===== config.mk =====
export PLATFORM = sky130hd
export DESIGN_NAME = axi_master_arbiter_flat
export DESIGN_NICKNAME = d
export VERILOG_FILES = /design/src/rtl/axi_master_arbiter_if.sv /design/src/rtl/axi_master_arbiter.sv /design/src/flat_wrapper.sv
export SDC_FILE = /design/constraint.sdc
export NUM_CORES = 1
export LEC_CHECK = 0
export CAP_MARGIN = 25
export CORE_AREA = 5 5 350 352
export CTS_BUF_LIST = sky130_fd_sc_hd__clkbuf_4 sky130_fd_sc_hd__clkbuf_8 sky130_fd_sc_hd__clkbuf_16
export CTS_CLUSTER_DIAMETER = 50
export CTS_CLUSTER_SIZE = 14
export DETAILED_ROUTE_END_ITERATION = 16
export DIE_AREA = 0 0 355 357
export PLACE_DENSITY = 0.36
export SYNTH_ARGS = -nofsm -noshare
export SYNTH_HDL_FRONTEND = slang
export SYNTH_SLANG_ARGS = --single-unit

===== constraint.sdc =====
create_clock -name clock -period 1.6 [get_ports clock]
set_input_delay 0.16 -clock clock [delete_from_list [all_inputs] [get_ports clock]]
set_output_delay 0.16 -clock clock [all_outputs]
set_load 0.05 [all_outputs]

===== src/rtl/axi_master_arbiter_if.sv =====
// One AXI4 port bundle (AR/R/AW/W/B). "master" drives requests, "slave" answers them.
interface axi_master_arbiter_if #(
  parameter int ADDR_W = 64,
  parameter int DATA_W = 64
);
  logic              ar_valid;
  logic [ADDR_W-1:0] ar_addr;
  logic [7:0]        ar_len;
  logic [2:0]        ar_size;
  logic [1:0]        ar_burst;
  logic              ar_ready;

  logic              r_valid;
  logic [DATA_W-1:0] r_data;
  logic [1:0]        r_resp;
  logic              r_last;
  logic              r_ready;

  logic              aw_valid;
  logic [ADDR_W-1:0] aw_addr;
  logic [7:0]        aw_len;
  logic [2:0]        aw_size;
  logic [1:0]        aw_burst;
  logic              aw_ready;

  logic                w_valid;
  logic [DATA_W-1:0]   w_data;
  logic [DATA_W/8-1:0] w_strb;
  logic                w_last;
  logic                w_ready;

  logic              b_valid;
  logic [1:0]        b_resp;
  logic              b_ready;

  modport master (
    output ar_valid, ar_addr, ar_len, ar_size, ar_burst, input ar_ready,
    input  r_valid, r_data, r_resp, r_last, output r_ready,
    output aw_valid, aw_addr, aw_len, aw_size, aw_burst, input aw_ready,
    output w_valid, w_data, w_strb, w_last, input w_ready,
    input  b_valid, b_resp, output b_ready
  );

  modport slave (
    input  ar_valid, ar_addr, ar_len, ar_size, ar_burst, output ar_ready,
    output r_valid, r_data, r_resp, r_last, input r_ready,
    input  aw_valid, aw_addr, aw_len, aw_size, aw_burst, output aw_ready,
    input  w_valid, w_data, w_strb, w_last, output w_ready,
    output b_valid, b_resp, input b_ready
  );
endinterface


===== src/rtl/axi_master_arbiter.sv =====
// Two-master AXI4 arbiter: independent round-robin read and write FSMs, each holding
// its grant from address handshake through the last data beat / write response.
module axi_master_arbiter #(
  parameter int ADDR_W = 64,
  parameter int DATA_W = 64
) (
  input logic                  clock,
  input logic                  reset,
  axi_master_arbiter_if.slave  m0,
  axi_master_arbiter_if.slave  m1,
  axi_master_arbiter_if.master s
);
  typedef enum logic [1:0] {R_IDLE, R_ADDR, R_DATA} r_state_t;
  typedef enum logic [1:0] {W_IDLE, W_ADDR, W_DATA, W_RESP} w_state_t;

  r_state_t r_state, r_state_nx;
  w_state_t w_state, w_state_nx;
  logic     r_gnt, r_gnt_nx, r_lst, r_lst_nx;
  logic     w_gnt, w_gnt_nx, w_lst, w_lst_nx;

  // Granted master's fields, muxed once and gated by state below
  logic                ar_valid_sel, r_ready_sel, aw_valid_sel, w_valid_sel, w_last_sel, b_ready_sel;
  logic [ADDR_W-1:0]   ar_addr_sel, aw_addr_sel;
  logic [DATA_W-1:0]   w_data_sel;
  logic [DATA_W/8-1:0] w_strb_sel;

  assign ar_valid_sel = r_gnt ? m1.ar_valid : m0.ar_valid;
  assign ar_addr_sel  = r_gnt ? m1.ar_addr  : m0.ar_addr;
  assign r_ready_sel  = r_gnt ? m1.r_ready  : m0.r_ready;
  assign aw_valid_sel = w_gnt ? m1.aw_valid : m0.aw_valid;
  assign aw_addr_sel  = w_gnt ? m1.aw_addr  : m0.aw_addr;
  assign w_valid_sel  = w_gnt ? m1.w_valid  : m0.w_valid;
  assign w_data_sel   = w_gnt ? m1.w_data   : m0.w_data;
  assign w_strb_sel   = w_gnt ? m1.w_strb   : m0.w_strb;
  assign w_last_sel   = w_gnt ? m1.w_last   : m0.w_last;
  assign b_ready_sel  = w_gnt ? m1.b_ready  : m0.b_ready;

  always_ff @(posedge clock) begin
    if (reset) begin
      r_state <= R_IDLE;
      r_gnt   <= 1'b0;
      r_lst   <= 1'b1;
      w_state <= W_IDLE;
      w_gnt   <= 1'b0;
      w_lst   <= 1'b1;
    end else begin
      r_state <= r_state_nx;
      r_gnt   <= r_gnt_nx;
      r_lst   <= r_lst_nx;
      w_state <= w_state_nx;
      w_gnt   <= w_gnt_nx;
      w_lst   <= w_lst_nx;
    end
  end

  always_comb begin
    r_state_nx = r_state;
    r_gnt_nx   = r_gnt;
    r_lst_nx   = r_lst;
    s.ar_valid = 1'b0;
    s.ar_addr  = '0;
    s.ar_len   = '0;
    s.ar_size  = '0;
    s.ar_burst = '0;
    s.r_ready  = 1'b0;
    m0.ar_ready = 1'b0;
    m1.ar_ready = 1'b0;
    m0.r_valid = 1'b0;
    m0.r_data  = '0;
    m0.r_resp  = '0;
    m0.r_last  = 1'b0;
    m1.r_valid = 1'b0;
    m1.r_data  = '0;
    m1.r_resp  = '0;
    m1.r_last  = 1'b0;
    unique case (r_state)
      R_IDLE: begin
        if (m0.ar_valid || m1.ar_valid) begin
          // On a tie the master that was not served last wins
          r_gnt_nx   = (m0.ar_valid && m1.ar_valid) ? ~r_lst : m1.ar_valid;
          r_state_nx = R_ADDR;
        end
      end
      R_ADDR: begin
        s.ar_valid  = ar_valid_sel;
        s.ar_addr   = ar_addr_sel;
        s.ar_len    = r_gnt ? m1.ar_len   : m0.ar_len;
        s.ar_size   = r_gnt ? m1.ar_size  : m0.ar_size;
        s.ar_burst  = r_gnt ? m1.ar_burst : m0.ar_burst;
        m0.ar_ready = !r_gnt && s.ar_ready;
        m1.ar_ready =  r_gnt && s.ar_ready;
        if (ar_valid_sel && s.ar_ready) begin
          r_state_nx = R_DATA;
          r_lst_nx   = r_gnt;
        end
      end
      R_DATA: begin
        s.r_ready = r_ready_sel;
        if (r_gnt) begin
          m1.r_valid = s.r_valid;
          m1.r_data  = s.r_data;
          m1.r_resp  = s.r_resp;
          m1.r_last  = s.r_last;
        end else begin
          m0.r_valid = s.r_valid;
          m0.r_data  = s.r_data;
          m0.r_resp  = s.r_resp;
          m0.r_last  = s.r_last;
        end
        if (s.r_valid && r_ready_sel && s.r_last) r_state_nx = R_IDLE;
      end
      default: r_state_nx = R_IDLE;
    endcase
  end

  always_comb begin
    w_state_nx = w_state;
    w_gnt_nx   = w_gnt;
    w_lst_nx   = w_lst;
    s.aw_valid = 1'b0;
    s.aw_addr  = '0;
    s.aw_len   = '0;
    s.aw_size  = '0;
    s.aw_burst = '0;
    s.w_valid  = 1'b0;
    s.w_data   = '0;
    s.w_strb   = '0;
    s.w_last   = 1'b0;
    s.b_ready  = 1'b0;
    m0.aw_ready = 1'b0;
    m1.aw_ready = 1'b0;
    m0.w_ready  = 1'b0;
    m1.w_ready  = 1'b0;
    m0.b_valid  = 1'b0;
    m0.b_resp   = '0;
    m1.b_valid  = 1'b0;
    m1.b_resp   = '0;
    unique case (w_state)
      W_IDLE: begin
        if (m0.aw_valid || m1.aw_valid) begin
          w_gnt_nx   = (m0.aw_valid && m1.aw_valid) ? ~w_lst : m1.aw_valid;
          w_state_nx = W_ADDR;
        end
      end
      W_ADDR: begin
        s.aw_valid  = aw_valid_sel;
        s.aw_addr   = aw_addr_sel;
        s.aw_len    = w_gnt ? m1.aw_len   : m0.aw_len;
        s.aw_size   = w_gnt ? m1.aw_size  : m0.aw_size;
        s.aw_burst  = w_gnt ? m1.aw_burst : m0.aw_burst;
        m0.aw_ready = !w_gnt && s.aw_ready;
        m1.aw_ready =  w_gnt && s.aw_ready;
        if (aw_valid_sel && s.aw_ready) begin
          w_state_nx = W_DATA;
          w_lst_nx   = w_gnt;
        end
      end
      W_DATA: begin
        s.w_valid  = w_valid_sel;
        s.w_data   = w_data_sel;
        s.w_strb   = w_strb_sel;
        s.w_last   = w_last_sel;
        m0.w_ready = !w_gnt && s.w_ready;
        m1.w_ready =  w_gnt && s.w_ready;
        if (w_valid_sel && s.w_ready && w_last_sel) w_state_nx = W_RESP;
      end
      W_RESP: begin
        s.b_ready = b_ready_sel;
        if (w_gnt) begin
          m1.b_valid = s.b_valid;
          m1.b_resp  = s.b_resp;
        end else begin
          m0.b_valid = s.b_valid;
          m0.b_resp  = s.b_resp;
        end
        if (s.b_valid && b_ready_sel) w_state_nx = W_IDLE;
      end
      default: w_state_nx = W_IDLE;
    endcase
  end
endmodule


===== src/flat_wrapper.sv =====
// flat-port wrapper written by rule: the top's interface ports become plain ports
module axi_master_arbiter_flat 
#(
  parameter int ADDR_W = 64,
  parameter int DATA_W = 64
)
  (clock, reset, m0_ar_valid, m0_ar_addr, m0_ar_len, m0_ar_size, m0_ar_burst, m0_ar_ready, m0_r_valid, m0_r_data, m0_r_resp, m0_r_last, m0_r_ready, m0_aw_valid, m0_aw_addr, m0_aw_len, m0_aw_size, m0_aw_burst, m0_aw_ready, m0_w_valid, m0_w_data, m0_w_strb, m0_w_last, m0_w_ready, m0_b_valid, m0_b_resp, m0_b_ready, m1_ar_valid, m1_ar_addr, m1_ar_len, m1_ar_size, m1_ar_burst, m1_ar_ready, m1_r_valid, m1_r_data, m1_r_resp, m1_r_last, m1_r_ready, m1_aw_valid, m1_aw_addr, m1_aw_len, m1_aw_size, m1_aw_burst, m1_aw_ready, m1_w_valid, m1_w_data, m1_w_strb, m1_w_last, m1_w_ready, m1_b_valid, m1_b_resp, m1_b_ready, s_ar_valid, s_ar_addr, s_ar_len, s_ar_size, s_ar_burst, s_ar_ready, s_r_valid, s_r_data, s_r_resp, s_r_last, s_r_ready, s_aw_valid, s_aw_addr, s_aw_len, s_aw_size, s_aw_burst, s_aw_ready, s_w_valid, s_w_data, s_w_strb, s_w_last, s_w_ready, s_b_valid, s_b_resp, s_b_ready);
  axi_master_arbiter_if #(.ADDR_W(ADDR_W), .DATA_W(DATA_W)) m0_i ();
  axi_master_arbiter_if #(.ADDR_W(ADDR_W), .DATA_W(DATA_W)) m1_i ();
  axi_master_arbiter_if #(.ADDR_W(ADDR_W), .DATA_W(DATA_W)) s_i ();
  input logic clock;
  input logic reset;
  input wire logic [$bits(m0_i.ar_valid)-1:0] m0_ar_valid;
  input wire logic [$bits(m0_i.ar_addr)-1:0] m0_ar_addr;
  input wire logic [$bits(m0_i.ar_len)-1:0] m0_ar_len;
  input wire logic [$bits(m0_i.ar_size)-1:0] m0_ar_size;
  input wire logic [$bits(m0_i.ar_burst)-1:0] m0_ar_burst;
  output wire logic [$bits(m0_i.ar_ready)-1:0] m0_ar_ready;
  output wire logic [$bits(m0_i.r_valid)-1:0] m0_r_valid;
  output wire logic [$bits(m0_i.r_data)-1:0] m0_r_data;
  output wire logic [$bits(m0_i.r_resp)-1:0] m0_r_resp;
  output wire logic [$bits(m0_i.r_last)-1:0] m0_r_last;
  input wire logic [$bits(m0_i.r_ready)-1:0] m0_r_ready;
  input wire logic [$bits(m0_i.aw_valid)-1:0] m0_aw_valid;
  input wire logic [$bits(m0_i.aw_addr)-1:0] m0_aw_addr;
  input wire logic [$bits(m0_i.aw_len)-1:0] m0_aw_len;
  input wire logic [$bits(m0_i.aw_size)-1:0] m0_aw_size;
  input wire logic [$bits(m0_i.aw_burst)-1:0] m0_aw_burst;
  output wire logic [$bits(m0_i.aw_ready)-1:0] m0_aw_ready;
  input wire logic [$bits(m0_i.w_valid)-1:0] m0_w_valid;
  input wire logic [$bits(m0_i.w_data)-1:0] m0_w_data;
  input wire logic [$bits(m0_i.w_strb)-1:0] m0_w_strb;
  input wire logic [$bits(m0_i.w_last)-1:0] m0_w_last;
  output wire logic [$bits(m0_i.w_ready)-1:0] m0_w_ready;
  output wire logic [$bits(m0_i.b_valid)-1:0] m0_b_valid;
  output wire logic [$bits(m0_i.b_resp)-1:0] m0_b_resp;
  input wire logic [$bits(m0_i.b_ready)-1:0] m0_b_ready;
  input wire logic [$bits(m1_i.ar_valid)-1:0] m1_ar_valid;
  input wire logic [$bits(m1_i.ar_addr)-1:0] m1_ar_addr;
  input wire logic [$bits(m1_i.ar_len)-1:0] m1_ar_len;
  input wire logic [$bits(m1_i.ar_size)-1:0] m1_ar_size;
  input wire logic [$bits(m1_i.ar_burst)-1:0] m1_ar_burst;
  output wire logic [$bits(m1_i.ar_ready)-1:0] m1_ar_ready;
  output wire logic [$bits(m1_i.r_valid)-1:0] m1_r_valid;
  output wire logic [$bits(m1_i.r_data)-1:0] m1_r_data;
  output wire logic [$bits(m1_i.r_resp)-1:0] m1_r_resp;
  output wire logic [$bits(m1_i.r_last)-1:0] m1_r_last;
  input wire logic [$bits(m1_i.r_ready)-1:0] m1_r_ready;
  input wire logic [$bits(m1_i.aw_valid)-1:0] m1_aw_valid;
  input wire logic [$bits(m1_i.aw_addr)-1:0] m1_aw_addr;
  input wire logic [$bits(m1_i.aw_len)-1:0] m1_aw_len;
  input wire logic [$bits(m1_i.aw_size)-1:0] m1_aw_size;
  input wire logic [$bits(m1_i.aw_burst)-1:0] m1_aw_burst;
  output wire logic [$bits(m1_i.aw_ready)-1:0] m1_aw_ready;
  input wire logic [$bits(m1_i.w_valid)-1:0] m1_w_valid;
  input wire logic [$bits(m1_i.w_data)-1:0] m1_w_data;
  input wire logic [$bits(m1_i.w_strb)-1:0] m1_w_strb;
  input wire logic [$bits(m1_i.w_last)-1:0] m1_w_last;
  output wire logic [$bits(m1_i.w_ready)-1:0] m1_w_ready;
  output wire logic [$bits(m1_i.b_valid)-1:0] m1_b_valid;
  output wire logic [$bits(m1_i.b_resp)-1:0] m1_b_resp;
  input wire logic [$bits(m1_i.b_ready)-1:0] m1_b_ready;
  output wire logic [$bits(s_i.ar_valid)-1:0] s_ar_valid;
  output wire logic [$bits(s_i.ar_addr)-1:0] s_ar_addr;
  output wire logic [$bits(s_i.ar_len)-1:0] s_ar_len;
  output wire logic [$bits(s_i.ar_size)-1:0] s_ar_size;
  output wire logic [$bits(s_i.ar_burst)-1:0] s_ar_burst;
  input wire logic [$bits(s_i.ar_ready)-1:0] s_ar_ready;
  input wire logic [$bits(s_i.r_valid)-1:0] s_r_valid;
  input wire logic [$bits(s_i.r_data)-1:0] s_r_data;
  input wire logic [$bits(s_i.r_resp)-1:0] s_r_resp;
  input wire logic [$bits(s_i.r_last)-1:0] s_r_last;
  output wire logic [$bits(s_i.r_ready)-1:0] s_r_ready;
  output wire logic [$bits(s_i.aw_valid)-1:0] s_aw_valid;
  output wire logic [$bits(s_i.aw_addr)-1:0] s_aw_addr;
  output wire logic [$bits(s_i.aw_len)-1:0] s_aw_len;
  output wire logic [$bits(s_i.aw_size)-1:0] s_aw_size;
  output wire logic [$bits(s_i.aw_burst)-1:0] s_aw_burst;
  input wire logic [$bits(s_i.aw_ready)-1:0] s_aw_ready;
  output wire logic [$bits(s_i.w_valid)-1:0] s_w_valid;
  output wire logic [$bits(s_i.w_data)-1:0] s_w_data;
  output wire logic [$bits(s_i.w_strb)-1:0] s_w_strb;
  output wire logic [$bits(s_i.w_last)-1:0] s_w_last;
  input wire logic [$bits(s_i.w_ready)-1:0] s_w_ready;
  input wire logic [$bits(s_i.b_valid)-1:0] s_b_valid;
  input wire logic [$bits(s_i.b_resp)-1:0] s_b_resp;
  output wire logic [$bits(s_i.b_ready)-1:0] s_b_ready;
  assign m0_i.ar_valid = m0_ar_valid;
  assign m0_i.ar_addr = m0_ar_addr;
  assign m0_i.ar_len = m0_ar_len;
  assign m0_i.ar_size = m0_ar_size;
  assign m0_i.ar_burst = m0_ar_burst;
  assign m0_ar_ready = m0_i.ar_ready;
  assign m0_r_valid = m0_i.r_valid;
  assign m0_r_data = m0_i.r_data;
  assign m0_r_resp = m0_i.r_resp;
  assign m0_r_last = m0_i.r_last;
  assign m0_i.r_ready = m0_r_ready;
  assign m0_i.aw_valid = m0_aw_valid;
  assign m0_i.aw_addr = m0_aw_addr;
  assign m0_i.aw_len = m0_aw_len;
  assign m0_i.aw_size = m0_aw_size;
  assign m0_i.aw_burst = m0_aw_burst;
  assign m0_aw_ready = m0_i.aw_ready;
  assign m0_i.w_valid = m0_w_valid;
  assign m0_i.w_data = m0_w_data;
  assign m0_i.w_strb = m0_w_strb;
  assign m0_i.w_last = m0_w_last;
  assign m0_w_ready = m0_i.w_ready;
  assign m0_b_valid = m0_i.b_valid;
  assign m0_b_resp = m0_i.b_resp;
  assign m0_i.b_ready = m0_b_ready;
  assign m1_i.ar_valid = m1_ar_valid;
  assign m1_i.ar_addr = m1_ar_addr;
  assign m1_i.ar_len = m1_ar_len;
  assign m1_i.ar_size = m1_ar_size;
  assign m1_i.ar_burst = m1_ar_burst;
  assign m1_ar_ready = m1_i.ar_ready;
  assign m1_r_valid = m1_i.r_valid;
  assign m1_r_data = m1_i.r_data;
  assign m1_r_resp = m1_i.r_resp;
  assign m1_r_last = m1_i.r_last;
  assign m1_i.r_ready = m1_r_ready;
  assign m1_i.aw_valid = m1_aw_valid;
  assign m1_i.aw_addr = m1_aw_addr;
  assign m1_i.aw_len = m1_aw_len;
  assign m1_i.aw_size = m1_aw_size;
  assign m1_i.aw_burst = m1_aw_burst;
  assign m1_aw_ready = m1_i.aw_ready;
  assign m1_i.w_valid = m1_w_valid;
  assign m1_i.w_data = m1_w_data;
  assign m1_i.w_strb = m1_w_strb;
  assign m1_i.w_last = m1_w_last;
  assign m1_w_ready = m1_i.w_ready;
  assign m1_b_valid = m1_i.b_valid;
  assign m1_b_resp = m1_i.b_resp;
  assign m1_i.b_ready = m1_b_ready;
  assign s_ar_valid = s_i.ar_valid;
  assign s_ar_addr = s_i.ar_addr;
  assign s_ar_len = s_i.ar_len;
  assign s_ar_size = s_i.ar_size;
  assign s_ar_burst = s_i.ar_burst;
  assign s_i.ar_ready = s_ar_ready;
  assign s_i.r_valid = s_r_valid;
  assign s_i.r_data = s_r_data;
  assign s_i.r_resp = s_r_resp;
  assign s_i.r_last = s_r_last;
  assign s_r_ready = s_i.r_ready;
  assign s_aw_valid = s_i.aw_valid;
  assign s_aw_addr = s_i.aw_addr;
  assign s_aw_len = s_i.aw_len;
  assign s_aw_size = s_i.aw_size;
  assign s_aw_burst = s_i.aw_burst;
  assign s_i.aw_ready = s_aw_ready;
  assign s_w_valid = s_i.w_valid;
  assign s_w_data = s_i.w_data;
  assign s_w_strb = s_i.w_strb;
  assign s_w_last = s_i.w_last;
  assign s_i.w_ready = s_w_ready;
  assign s_i.b_valid = s_b_valid;
  assign s_i.b_resp = s_b_resp;
  assign s_b_ready = s_i.b_ready;
  axi_master_arbiter #(.ADDR_W(ADDR_W), .DATA_W(DATA_W)) u_core (.clock(clock), .reset(reset), .m0(m0_i), .m1(m1_i), .s(s_i));
endmodule

==> results of run 1 <==
==> worst max-delay path, stage by stage (launching register included) <==
cell	delay [ns]
dfxtp_4	0.41
buf_12	0.19
buf_12	0.15
buf_12	0.13
buf_12	0.11
mux2i_4	0.24
nor2b_4	0.06
buf_12	0.14
==> layout by cell type (no fill, tap or decap), drive strengths merged, types with 3 or more instances in the layout <==
master,netlist,layout
buf,31,644
clkdlybuf4s50,0,537
mux2i,233,233
nor2b,155,155
and2,139,139
nor2,89,89
nand2,13,13
dfxtp,8,8
diode,0,7
and3,7,7
clkbuf,35,7
inv,7,7
ha,4,4
o21ai,3,3
==> synth_stat cells, drive strengths merged, types with 3 or more instances <==
cell type / number / area, sq um
mux2i: 233 / 2330
nor2b: 155 / 970
and2: 139 / 870
nor2: 89 / 334
clkbuf: 35 / 131
buf: 31 / 150
nand2: 13 / 48.8
dfxtp: 8 / 160
and3: 7 / 43.8
inv: 7 / 26.3
ha: 4 / 50.1
o21ai: 3 / 15.0
==> metal layers <==
layer	GRT usage	up-vias	routed length, microns
li1	-	4759	-
met1	0.161	4878	35900
met2	0.232	525	44200
met3	0.0370	73	6430
met4	0.0208	12	1890
met5	0	-	75
==> layout make-up <==
cell class / count / area, sq um / share of cell area
antenna: 7 / 17.5 / 0.000618
timing repair buffer: 1187 / 16700 / 0.588
clock buffer: 3 / 75.1 / 0.00265
multi-input combinational: 663 / 9440 / 0.333
tap: 1548 / 1940 / 0.0684
sequential: 8 / 175 / 0.00618
inverter: 7 / 28.8 / 0.00102
==> timing repair <==
action / CTS / global route
gates resized for setup: 787 / 126
setup endpoints to repair: 374 / 384
setup buffers: 90 / 46
cloned: 40 / 5
pin swaps: 77 / 33
==> sequential cells by signal, indices dropped and copies added, names as in the netlist <==
register / cells
u_core.r_state: 2
u_core.w_state: 2
u_core.r_gnt: 1
u_core.r_lst: 1
u_core.w_gnt: 1
u_core.w_lst: 1
==> cell families (layout without fill, tap and decap cells) <==
kind of cell / Yosys count / after routing
compound gates: 15 / 15
fa+ha+maj: 4 / 4
buf+inv: 73 / 1197
flops: 8 / 8
mux: 233 / 233
other cells: 0 / 7
simple gates: 411 / 411
==> per-stage QoR <==
stage	area [sq um]	utilization	setup WS, ns	cells	hold WS [ns]
after floorplan	6880	-	-0.226	744	0.232
after global placement	22700	0.191	-0.414	3328	0.518
after detailed placement	22700	0.191	-0.428	3328	0.546
after CTS	27900	0.235	-0.363	3410	0.549
after global routing	28300	0.238	-0.347	3417	0.640
final	28300	0.238	-0.275	3423	0.556
==> final timing paths <==
check / depth (start not counted) / startpoint / endpoint / slack [ns]
min reg2reg: 2 / u_core.r_lst$_SDFFE_PP1P_ / u_core.r_lst$_SDFFE_PP1P_ / 0.56
max: 7 / u_core.w_gnt$_SDFFE_PP0P_ / s_aw_addr[41] / -0.28
max reg2reg: 6 / u_core.w_gnt$_SDFFE_PP0P_ / u_core.w_state[0]$_SDFFE_PP0P_ / -0.19
min: 2 / u_core.r_lst$_SDFFE_PP1P_ / u_core.r_lst$_SDFFE_PP1P_ / 0.56
==> report_power, final <==
group          switching (mW)  internal, mW  total [mW]  leakage, nW
sequential             0.0603         0.260       0.320       0.0690
clock                   0.115         0.324       0.439       0.0370
combinational            10.7          12.1        22.8         9.69
==> metrics.yaml, run 1 <==
outcome: "finished, violations left"
violations: "negative setup slack"
die_x_microns: 355
cts_root_buf: "clkbuf_16"
holdBufCountCts: 0
initial_core_util: 0.0443
arrival_ns: 1.72
wirelength_microns: 88400
wire_per_inst_microns: 25.8
synth_compound_area_frac: 0.0195
grt_pass1_vias: 11600
synthArstFlopShare: 0
p_leak_nw: 9.79
io_buffers: 919
area_growth_pct: 438
yosysWarnings: 0
dr.pass1.iters: 4
antenna_found_initial: 29
chipHeight_microns: 357
fin_crit_sh: 1.17
io_pins: 920
place_congestion: 0.940
cts_tree: "built"
rsz0062_at_grt: "yes"
worst_ep_required_time_ns: 1.44
drt-initial-drc-count: 394
p_total_mw: 23.5
synth_area_sq_um: 5270
synth_edf_count: 0
ys_types: 28
cts.sinks: 8
cts_buffer_depth: 2
layout-drive-gt1-share: 0.673
synth_top_family_by_area: "multiplexers"
clkTransAtPathRegs_ns: 0.04
fin_ws_ns: -0.275
dieArea_sq_um: 127000
synth_fp_nets: 1288
vias: 10200
cts_buffers: 3
worst_setup_path_end_kind: "output port"
slew_violations: 0
grt-ovfl-total: 0
finalSetupViolCount: 374
peakVddDrop_mv: 0.320
coreArea_sq_um: 119000
synth_fa_ha_area_frac: 0.00950
skew_ns: 0.000578
yosysSeqAreaShare: 0.0304
synth.mux.area_fraction: 0.443
postSynthAreaPerCell_sq_um: 7.08
hp-class: "reg2reg"
grt_use_total: 0.131
fill_cells: 12400
grt_max_degree: 22
finalHoldViolCount: 0
cp-start-kind: "register"
clock_latency_ns: 0.24
rows: 127
fin_crit_ns: 1.88
grt_first_pass_wirelength_microns: 113000
max_slew.worst_pin.slew_ns: 0.399
via_per_inst: 2.99
final_net_count: 2414
maxCapViolations: 0
yosys.area_share.simple: 0.439
netlist_instances: 744
fmax_mhz: 533
tns_ns: -56.29
dp_hpwl_microns: 73100
synthXorXnorAreaFrac: 0
drc: 0
synthFlopType: "dfxtp_1"
power_density_nw_per_um2: 831
final_antenna_net_count: 0
h-tree-depth: 1
ys_seq_elements: 8
cp_max_fo: 8
path_class: "reg2out"
slew_headroom: 0.733
Note: power is estimated with default switching activity, not from simulation.
==> run 2: changes to the inputs <==
--- a/config.mk
+++ b/config.mk
@@ -5,7 +5,6 @@
 export SDC_FILE = /design/constraint.sdc
 export NUM_CORES = 1
 export LEC_CHECK = 0
-export CAP_MARGIN = 25
 export CORE_AREA = 5 5 350 352
 export CTS_BUF_LIST = sky130_fd_sc_hd__clkbuf_4 sky130_fd_sc_hd__clkbuf_8 sky130_fd_sc_hd__clkbuf_16
 export CTS_CLUSTER_DIAMETER = 50
==> results of run 2 <==
The final DEF is identical to that of run 1; final timing and power are the same.
